--- src/rtl/mmss_timer_pkg.sv ---
`default_nettype none
// ============================================================================
//  Module      : mmss_timer_pkg
//  Description : Shared types and constants for the min/sec countdown timer
//                and the downstream binary-to-BCD stage.
//  Revision    : 1.0 - initial release
// ============================================================================
package mmss_timer_pkg;

    // Width of the binary minute/second values handed to the BCD converter
    localparam int c_CNT_W = 8;

    // Highest seconds value; also the reload value on a minute borrow
    localparam logic [c_CNT_W-1:0] c_SEC_MAX = 8'd59;

    // Countdown control states
    typedef enum logic [1:0] {
        ST_IDLE   = 2'd0,
        ST_RUN    = 2'd1,
        ST_PAUSED = 2'd2,
        ST_DONE   = 2'd3
    } state_t;

    // Saturate a loaded value to an upper limit
    function automatic logic [c_CNT_W-1:0] f_clamp(
        input logic [c_CNT_W-1:0] i_val,
        input logic [c_CNT_W-1:0] i_lim
    );
        return (i_val > i_lim) ? i_lim : i_val;
    endfunction

endpackage : mmss_timer_pkg
`default_nettype wire

--- src/rtl/mmss_tick_gen.sv ---
`default_nettype none
// ============================================================================
//  Module      : mmss_tick_gen
//  Description : Prescaler producing a one-cycle tick every CLK_HZ enabled
//                clock cycles. Synchronous clear overrides enable.
//  Revision    : 1.0 - initial release
// ============================================================================
module mmss_tick_gen #(
    parameter int CLK_HZ = 100_000_000
) (
    input  logic clk,
    input  logic rst,
    input  logic i_en,
    input  logic i_clr,
    output logic o_tick
);

    localparam int c_PRE_W = (CLK_HZ > 1) ? $clog2(CLK_HZ) : 1;
    localparam logic [c_PRE_W-1:0] c_LAST = c_PRE_W'(CLK_HZ - 1);

    logic [c_PRE_W-1:0] r_cnt;
    logic               w_last;

    assign w_last = (r_cnt == c_LAST);

    // The tick is only meaningful while counting; a held count never ticks.
    assign o_tick = i_en & w_last;

    // Count 0..CLK_HZ-1 while enabled, hold otherwise, clear on request
    always_ff @(posedge clk or posedge rst) begin
        if (rst) begin
            r_cnt <= '0;
        end else if (i_clr) begin
            r_cnt <= '0;
        end else if (i_en) begin
            r_cnt <= w_last ? '0 : r_cnt + 1'b1;
        end
    end

endmodule : mmss_tick_gen
`default_nettype wire

--- src/rtl/mmss_countdown_core.sv ---
`default_nettype none
// ============================================================================
//  Module      : mmss_countdown_core
//  Description : Minute/second countdown engine with load/start/stop/clear
//                control, internal 1 Hz prescaler and done signalling.
//  Revision    : 1.0 - initial release
// ============================================================================
module mmss_countdown_core
    import mmss_timer_pkg::*;
#(
    parameter int CLK_HZ  = 100_000_000,
    parameter int MAX_MIN = 99
) (
    input  logic               clk,
    input  logic               rst,
    input  logic               load,
    input  logic               start,
    input  logic               stop,
    input  logic               clear,
    input  logic [c_CNT_W-1:0] min_set,
    input  logic [c_CNT_W-1:0] sec_set,
    output logic [c_CNT_W-1:0] min_out,
    output logic [c_CNT_W-1:0] sec_out,
    output logic               running,
    output logic               done,
    output logic               done_pulse
);

    localparam logic [c_CNT_W-1:0] c_MIN_LIM = c_CNT_W'(MAX_MIN);

    state_t             r_state;
    state_t             w_state_nxt;
    logic [c_CNT_W-1:0] r_min;
    logic [c_CNT_W-1:0] r_sec;
    logic [c_CNT_W-1:0] w_min_nxt;
    logic [c_CNT_W-1:0] w_sec_nxt;
    logic               r_running;
    logic               r_done;
    logic               r_done_pulse;
    logic               w_done_pulse_nxt;
    logic               w_pre_en;
    logic               w_pre_clr;
    logic               w_tick;
    logic               w_nonzero;
    logic               w_dec_zero;

    // A stop or clear in the tick cycle must swallow that tick and freeze
    // the prescaler, so both gate the enable directly.
    assign w_pre_en   = (r_state == ST_RUN) && !stop && !clear;
    assign w_nonzero  = (r_min != '0) || (r_sec != '0);
    // Only 0:01 decrements to 0:00; RUN is never entered at 0:00.
    assign w_dec_zero = (r_min == '0) && (r_sec == 8'd1);

    mmss_tick_gen #(
        .CLK_HZ (CLK_HZ)
    ) u_tick_gen (
        .clk    (clk),
        .rst    (rst),
        .i_en   (w_pre_en),
        .i_clr  (w_pre_clr),
        .o_tick (w_tick)
    );

    // Next state, next counter values and prescaler clear; clear > load > stop > start
    always_comb begin
        w_state_nxt      = r_state;
        w_min_nxt        = r_min;
        w_sec_nxt        = r_sec;
        w_pre_clr        = 1'b0;
        w_done_pulse_nxt = 1'b0;

        if (clear) begin
            w_state_nxt = ST_IDLE;
            w_min_nxt   = '0;
            w_sec_nxt   = '0;
            w_pre_clr   = 1'b1;
        end else if (load && (r_state != ST_RUN)) begin
            w_state_nxt = ST_IDLE;
            w_min_nxt   = f_clamp(min_set, c_MIN_LIM);
            w_sec_nxt   = f_clamp(sec_set, c_SEC_MAX);
        end else if (stop && (r_state == ST_RUN)) begin
            w_state_nxt = ST_PAUSED;
        end else if (start && w_nonzero &&
                     ((r_state == ST_IDLE) || (r_state == ST_PAUSED))) begin
            w_state_nxt = ST_RUN;
            w_pre_clr   = 1'b1;
        end else if (w_tick) begin
            if (r_sec != '0) begin
                w_sec_nxt = r_sec - 1'b1;
            end else begin
                w_sec_nxt = c_SEC_MAX;
                w_min_nxt = r_min - 1'b1;
            end
            if (w_dec_zero) begin
                w_state_nxt      = ST_DONE;
                w_done_pulse_nxt = 1'b1;
            end
        end
    end

    // State register plus registered status flags decoded from the next state
    always_ff @(posedge clk or posedge rst) begin
        if (rst) begin
            r_state      <= ST_IDLE;
            r_running    <= 1'b0;
            r_done       <= 1'b0;
            r_done_pulse <= 1'b0;
        end else begin
            r_state      <= w_state_nxt;
            r_running    <= (w_state_nxt == ST_RUN);
            r_done       <= (w_state_nxt == ST_DONE);
            r_done_pulse <= w_done_pulse_nxt;
        end
    end

    // Minute and second counters
    always_ff @(posedge clk or posedge rst) begin
        if (rst) begin
            r_min <= '0;
            r_sec <= '0;
        end else begin
            r_min <= w_min_nxt;
            r_sec <= w_sec_nxt;
        end
    end

    assign min_out    = r_min;
    assign sec_out    = r_sec;
    assign running    = r_running;
    assign done       = r_done;
    assign done_pulse = r_done_pulse;

endmodule : mmss_countdown_core
`default_nettype wire
--- config.mk ---
export PLATFORM = sky130hd
export DESIGN_NAME = mmss_countdown_core
export DESIGN_NICKNAME = d
export VERILOG_FILES = /design/src/rtl/mmss_timer_pkg.sv /design/src/rtl/mmss_tick_gen.sv /design/src/rtl/mmss_countdown_core.sv
export SDC_FILE = /design/constraint.sdc
export NUM_CORES = 1
export LEC_CHECK = 0
export BUFFER_PORTS_ARGS = -buffer_cell sky130_fd_sc_hd__buf_2
export CAP_MARGIN = 20
export CORE_ASPECT_RATIO = 0.6
export CORE_MARGIN = 3
export CORE_UTILIZATION = 62
export DETAILED_ROUTE_END_ITERATION = 8
export PLACE_DENSITY = 0.84
export SYNTH_ARGS = -nofsm -noshare
export SYNTH_HDL_FRONTEND = slang
export SYNTH_SLANG_ARGS = --single-unit
--- constraint.sdc ---
create_clock -name clk -period 6.54 [get_ports clk]
set_input_delay 1.308 -clock clk [delete_from_list [all_inputs] [get_ports clk]]
set_output_delay 1.308 -clock clk [all_outputs]
set_load 0.005 [all_outputs]
==> results of run 1 <==
## synthesized netlist by cell type, drive strengths merged (3+ instances only)
cell | instances | area share (%)
a41oi | 6 | 1.8
a22o | 8 | 2.4
nor4 | 7 | 2.2
nand4 | 13 | 3.5
a21oi | 16 | 2.7
inv | 11 | 1.4
nor2 | 21 | 2.7
o31ai | 4 | 1.0
nand2b | 8 | 1.7
mux2 | 3 | 1.1
or4 | 5 | 1.3
a21o | 3 | 0.76
nand2 | 27 | 3.4
and3 | 5 | 1.1
nor3 | 13 | 2.2
a31oi | 20 | 4.2
a311oi | 3 | 0.89
buf | 4 | 0.89
nand3 | 19 | 3.2
a2bb2oi | 9 | 2.7
and4 | 3 | 0.89
dfrtp | 48 | 41
a211oi | 3 | 0.76
o21ai | 16 | 2.7
ha | 5 | 2.1
or3 | 5 | 1.1
clkbuf | 12 | 1.5
xnor2 | 3 | 0.89
## critical path, cell delays in order
cell and delay, ns:
buf_2 0.21, nor4b_2 0.61, nand4_4 0.28, or4_1 0.56
a311oi_1 0.30
## layout make-up
type,instances,area (um2)
fillers,324,1000
repair buffers,44,243
multi-input cells,253,1640
well taps,60,75.1
clock inverters,1,30.0
flip-flops and latches,48,1200
clock buffers,7,96.3
inverters,11,41.3
## per-stage QoR
stage                     power [uW]  hold WS [ns]  setup WS (ns)
after floorplan                  409         0.441           3.49
after detailed placement         451         0.474           3.18
after global routing             712         0.519           3.33
after global placement           448         0.473           3.28
final                            689         0.482           3.47
after CTS                        683         0.486           3.49
## logic make-up after synthesis
family / share of synthesized area (%)
muxes: 1.49
and+or+nand+nor: 27.1
DFF: 40.8
buffers and inverters: 3.82
AOI/OAI and AO/OA: 23.2
adders and majority gates: 2.12
xor gates and xnor gates: 1.49
## layout by cell type (no fill, tap or decap), types with 8 or more instances in the layout
master     Yosys  final
dfrtp_1       48     48
nand4_1       11     11
a22o_1         8      8
buf_2          3     40
a31oi_1       20     20
nand2_1       27     27
inv_1         11     10
a2bb2oi_1      9      9
nand3_1       19     19
nor2_1        21     21
nand2b_1       8      8
nor3_1        13     13
o21ai_0       16     16
a21oi_1       16     15
## flip-flops by register name, summed over array words and instances (netlist names)
| name | count |
|---|---|
| u_tick_gen.r_cnt | 27 |
| done_pulse | 1 |
| done | 1 |
| min_out | 8 |
| r_state | 2 |
| sec_out | 8 |
| running | 1 |
## worst max-delay path by stage
| stage | depth (start not counted) | slack [ns] | to |
|---|---|---|---|
| after floorplan | 5 | 3.49 | min_out[5]$_DFFE_PP0P_ |
| after global placement | 5 | 3.28 | sec_out[7]$_DFFE_PP0P_ |
| after detailed placement | 5 | 3.18 | min_out[5]$_DFFE_PP0P_ |
| after CTS | 5 | 3.49 | min_out[5]$_DFFE_PP0P_ |
| after global routing | 5 | 3.33 | min_out[5]$_DFFE_PP0P_ |
| final | 5 | 3.47 | min_out[5]$_DFFE_PP0P_ |
## per-layer routing
layer	vias to the layer above	share of wire, %	track usage [%]
met5	-	0	0
met4	0	0.91	6.57
met3	9	9.0	5.20
met2	163	43	44.4
met1	1410	47	45.4
li1	1338	-	-
## power by group through the flow
stage	Combinational (uW)	Sequential, uW	Clock, uW
finish	125	327	238
global route	137	330	246
CTS	121	326	237
detailed placement	120	332	0
global placement	117	331	0
floorplan	79.8	329	0
==> out/qor.csv, run 1 <==
metric;value;unit
status;completed;
clk_latency;0.31;ns
wire_per_inst;18.6;um
p_int;496;uW
final_net_count;390;
overflow;0;
cts_made_buffers;5;
dp_cells;415;
ir_drop;0.183;mV
drive_gt1_share;17.9;%
cts_hold_buf;0;
ant_nets;0;
timing.max_cap.violations;0;
antenna_found_initial;0;
synth-seq-cells;48;
combPwrFrac;18.1;%
wirelength;7900;um
hold_end;u_tick_gen.r_cnt[26]$_DFFE_PP0P_;
hp-class;reg2reg;
synth_area_per_cell;8.98;um2
die-area;5640;um2
grt_pass1_wl;13000;um
grt_use_total;29.8;%
crit_fanout;17;
synth_edf_count;0;
rsz0062_at_grt;no;
pwr-share-clk;34.5;%
tritoncts;done;
start_util;68.1;%
io_buffers;40;
ys_warn_count;0;
relSlewSlack;39.3;%
cts_resized;0;
synthCells;328;
totalNegativeSetupSlack;0;ns
io_pins;41;
antenna-diode-count;0;
synth_area;2950;um2
yosysUniqueCellTypes;52;
seq_area_frac_synth;40.8;%
power.leakage;0.00147;uW
r2r_cells;7;
worstPathArrival;3.28;ns
holdPathStages;1;
gp_congestion;0.913;
fmax;0.325;GHz
drc_errors;0;
core_area;4320;um2
hold_viol_final;0;
drt-initial-drc-count;361;
synthToLayoutAreaGrowth;12.8;%
pwr_density_cell;207;nW/um2
cts_setup_buffers;0;
startpoint;clear;
die_w;95.0;um
finClkSkew;0.0102;ns
die_h;59.4;um
drtPass1Iterations;6;
switchingPower;194;uW
design_area;3320;um2
p_seq_share;47.4;%
start_kind;input port;
worstPathRequired;6.75;ns
dpl.hpwl;5510;um
via_per_inst;6.89;
grt_max_degree;49;
cts_buffer_depth;2;
rows;18;
fin_crit;3.07;ns
clk_pin_slew_worst_paths;0.09;ns
timing.rr.end;min_out[5]$_DFFE_PP0P_;
post-route-period-util;47.0;%
grt_pass1_vias;2615;
syn_nets;355;
endpoint_kind;register;
min_from;u_tick_gen.r_cnt[26]$_DFFE_PP0P_;
reg2reg_slack;3.85;ns
synthArstFlopShare;100;%
finalSetupViolations;0;
maxSlewViolCount;0;
final_cell_count_no_fill;424;
crit_type;in2reg;
r2r-start;sec_out[0]$_DFFE_PP0P_;
vias;2920;
htreeDepth;2;
place_area;3180;um2
synth_top_flop_cell;dfrtp_1;
worst_pin_slew;0.903;ns
cts_sinks;48;
cts.root.buffer_cell;clkbuf_8;
p_sw_share;28.1;%
post-route-util;76.8;%
Note: power is estimated with default switching activity, not from simulation.
==> run 2, diff against run 1 <==
--- a/config.mk
+++ b/config.mk
@@ -9,9 +9,9 @@
 export CAP_MARGIN = 20
 export CORE_ASPECT_RATIO = 0.6
 export CORE_MARGIN = 3
-export CORE_UTILIZATION = 62
+export CORE_UTILIZATION = 52
 export DETAILED_ROUTE_END_ITERATION = 8
-export PLACE_DENSITY = 0.84
+export PLACE_DENSITY = 0.75
 export SYNTH_ARGS = -nofsm -noshare
 export SYNTH_HDL_FRONTEND = slang
 export SYNTH_SLANG_ARGS = --single-unit
==> constraint.sdc (replaced) <==
create_clock -name clk -period 2.5 [get_ports clk]
set_input_delay 0.5 -clock clk [delete_from_list [all_inputs] [get_ports clk]]
set_output_delay 0.5 -clock clk [all_outputs]
set_load 0.005 [all_outputs]
==> run 2 against run 1 <==
Clock skew decreased by 0.0034 ns; first-iteration DRC count decreased by 24%; die area increased by 18%; design area increased by 3.8%; non-clock buffer count increased by 17; critical path depth increased by 1; via count decreased by 0.89%; worst hold slack got worse by 0.29 ns; critical endpoint unchanged.
==> out/qor.csv, run 2 (synthesis gave the netlist of run 1 again) <==
metric;value;unit;change
wirelength;7950;um;was 7900 um
layout_commonest_cell;dfrtp_1;;unchanged
cts_made_buffers;5;;unchanged
io_buffers;40;;unchanged
totalNegativeSetupSlack;0;ns;unchanged
final_cell_count_no_fill;447;;was 424
fin_ws;0.123;ns;was 3.47 ns
start_util;56.0;%;was 68.1%
cts.root.buffer_cell;clkbuf_8;;unchanged
start_kind;register;;was input port
place_area;3320;um2;was 3180 um2
power.leakage;0.00154;uW;was 0.00147 uW
maxSlewViolCount;0;;unchanged
vias;2894;;was 2920
worst_pin_slew;0.594;ns;was 0.903 ns
dpl.hpwl;5910;um;was 5510 um
post-route-period-util;95.1;%;
antenna-diode-count;0;;unchanged
worstPathRequired;2.70;ns;was 6.75 ns
endpoint_kind;register;;unchanged
crit_fanout;9;;was 17
regMostFlops;u_tick_gen.r_cnt;;unchanged
drtPass1Iterations;5;;was 6
hold_viol_final;0;;unchanged
pre_cts_slack;0.0608;ns;was 3.18 ns
layout_common_cells;dfrtp_1, buf_2, nand2_1, nor2_1;;was dfrtp_1, buf_2, nand2_1, nor2_1, a31oi_1
io_pins;41;;unchanged
htreeDepth;2;;unchanged
cts_sinks;48;;unchanged
grt_pass1_vias;2691;;was 2615
ant_nets;0;;unchanged
drt-initial-drc-count;273;;was 361
grt_max_degree;45;;was 49
overflow;0;;unchanged
status;completed;;unchanged
ir_drop;0.329;mV;was 0.183 mV
fin_crit;2.38;ns;
finClkSkew;0.00679;ns;was 0.0102 ns
rows;20;;was 18
via_per_inst;6.47;;was 6.89
hp-class;in2async;;was reg2reg
die_h;64.3;um;was 59.4 um
timing.max_cap.violations;0;;unchanged
crit_type;reg2reg;;was in2reg
die-area;6630;um2;was 5640 um2
antenna_found_initial;0;;unchanged
grt_use_total;25.6;%;was 29.8%
tritoncts;done;;unchanged
grt_pass1_wl;13400;um;was 13000 um
core_area;5260;um2;was 4320 um2
synthToLayoutAreaGrowth;17.1;%;was 12.8%
fmax;0.421;GHz;
clk_pin_slew_worst_paths;0.09;ns;about the same
finalSetupViolations;0;;unchanged
wire_per_inst;17.8;um;was 18.6 um
die_w;103;um;was 95.0 um
worstPathArrival;2.58;ns;was 3.28 ns
drc_errors;0;;unchanged
clk_latency;0.30;ns;was 0.31 ns
gp_congestion;0.925;;was 0.913
design_area;3450;um2;was 3320 um2
cts_buffer_depth;2;;unchanged
dp_cells;438;;was 415
post-route-util;65.6;%;was 76.8%
drive_gt1_share;22.6;%;was 17.9%
final_net_count;407;;was 390
largest_register_ffs;27;;unchanged
pwr_density_cell;492;nW/um2;was 207 nW/um2
relSlewSlack;60.4;%;was 39.3%
run 2: path summary, 6_finish.rpt:
path,depth (start not counted),to,from,slack [ns]
setup / recovery,6,min_out[5]$_DFFE_PP0P_,u_tick_gen.r_cnt[0]$_DFFE_PP0P_,0.12
hold / removal,2,running$_DFF_PP0_,rst,0.20
setup reg to reg,6,min_out[5]$_DFFE_PP0P_,u_tick_gen.r_cnt[0]$_DFFE_PP0P_,0.12
hold reg to reg,1,u_tick_gen.r_cnt[13]$_DFFE_PP0P_,u_tick_gen.r_cnt[13]$_DFFE_PP0P_,0.52
max in group asynchronous,3,u_tick_gen.r_cnt[8]$_DFFE_PP0P_,rst,1.73
min in group clk,3,min_out[1]$_DFFE_PP0P_,min_set[1],0.48
run 2: metrics by stage:
step / hold slack (ns) / power, uW
2_1_floorplan: 0.441 / 1070
3_3_place_gp: 0.491 / 1200
3_5_place_dp: 0.496 / 1210
4_1_cts: 0.215 / 1690
5_1_grt: 0.238 / 1770
6_report: 0.196 / 1700
run 2: final cells by class:
cell class,count,area (um2)
repair buffers,61,370
flip-flops and latches,48,1200
well taps,66,82.6
clock buffers,8,90.1
multi-input cells,253,1660
inverters,11,41.3
fillers,448,1810
run 2: critical path, cell delays in order (launching register included):
cell and delay (ns):
dfrtp_1 0.41, ha_2 0.23, nand3_2 0.18, nor4_4 0.40, nand4_4 0.20, or4_1 0.55, a311oi_1 0.29
run 2: timing repair:
| action | 4_1_cts | 5_1_grt |
|---|---|---|
| resized for setup | 0 | 6 |
| hold buffers | 0 | 0 |
| endpoints found under the setup margin | 0 | 2 |
| setup buffers | 0 | 1 |
run 2: report_power, final:
part           switching [uW]  leakage, uW  internal, uW
Sequential               41.2     0.000654           806
Combinational             199     0.000838           158
Clock                     266    0.0000455           226
run 2: layer usage:
| metal | share of wire [%] | track usage (%) | wire, um |
|---|---|---|---|
| met4 | 0.58 | 5.33 | 46 |
| met3 | 9.0 | 5.45 | 712 |
| met1 | 49 | 41.2 | 3880 |
| met2 | 42 | 34.7 | 3320 |
| met5 | 0 | 0 | 0 |
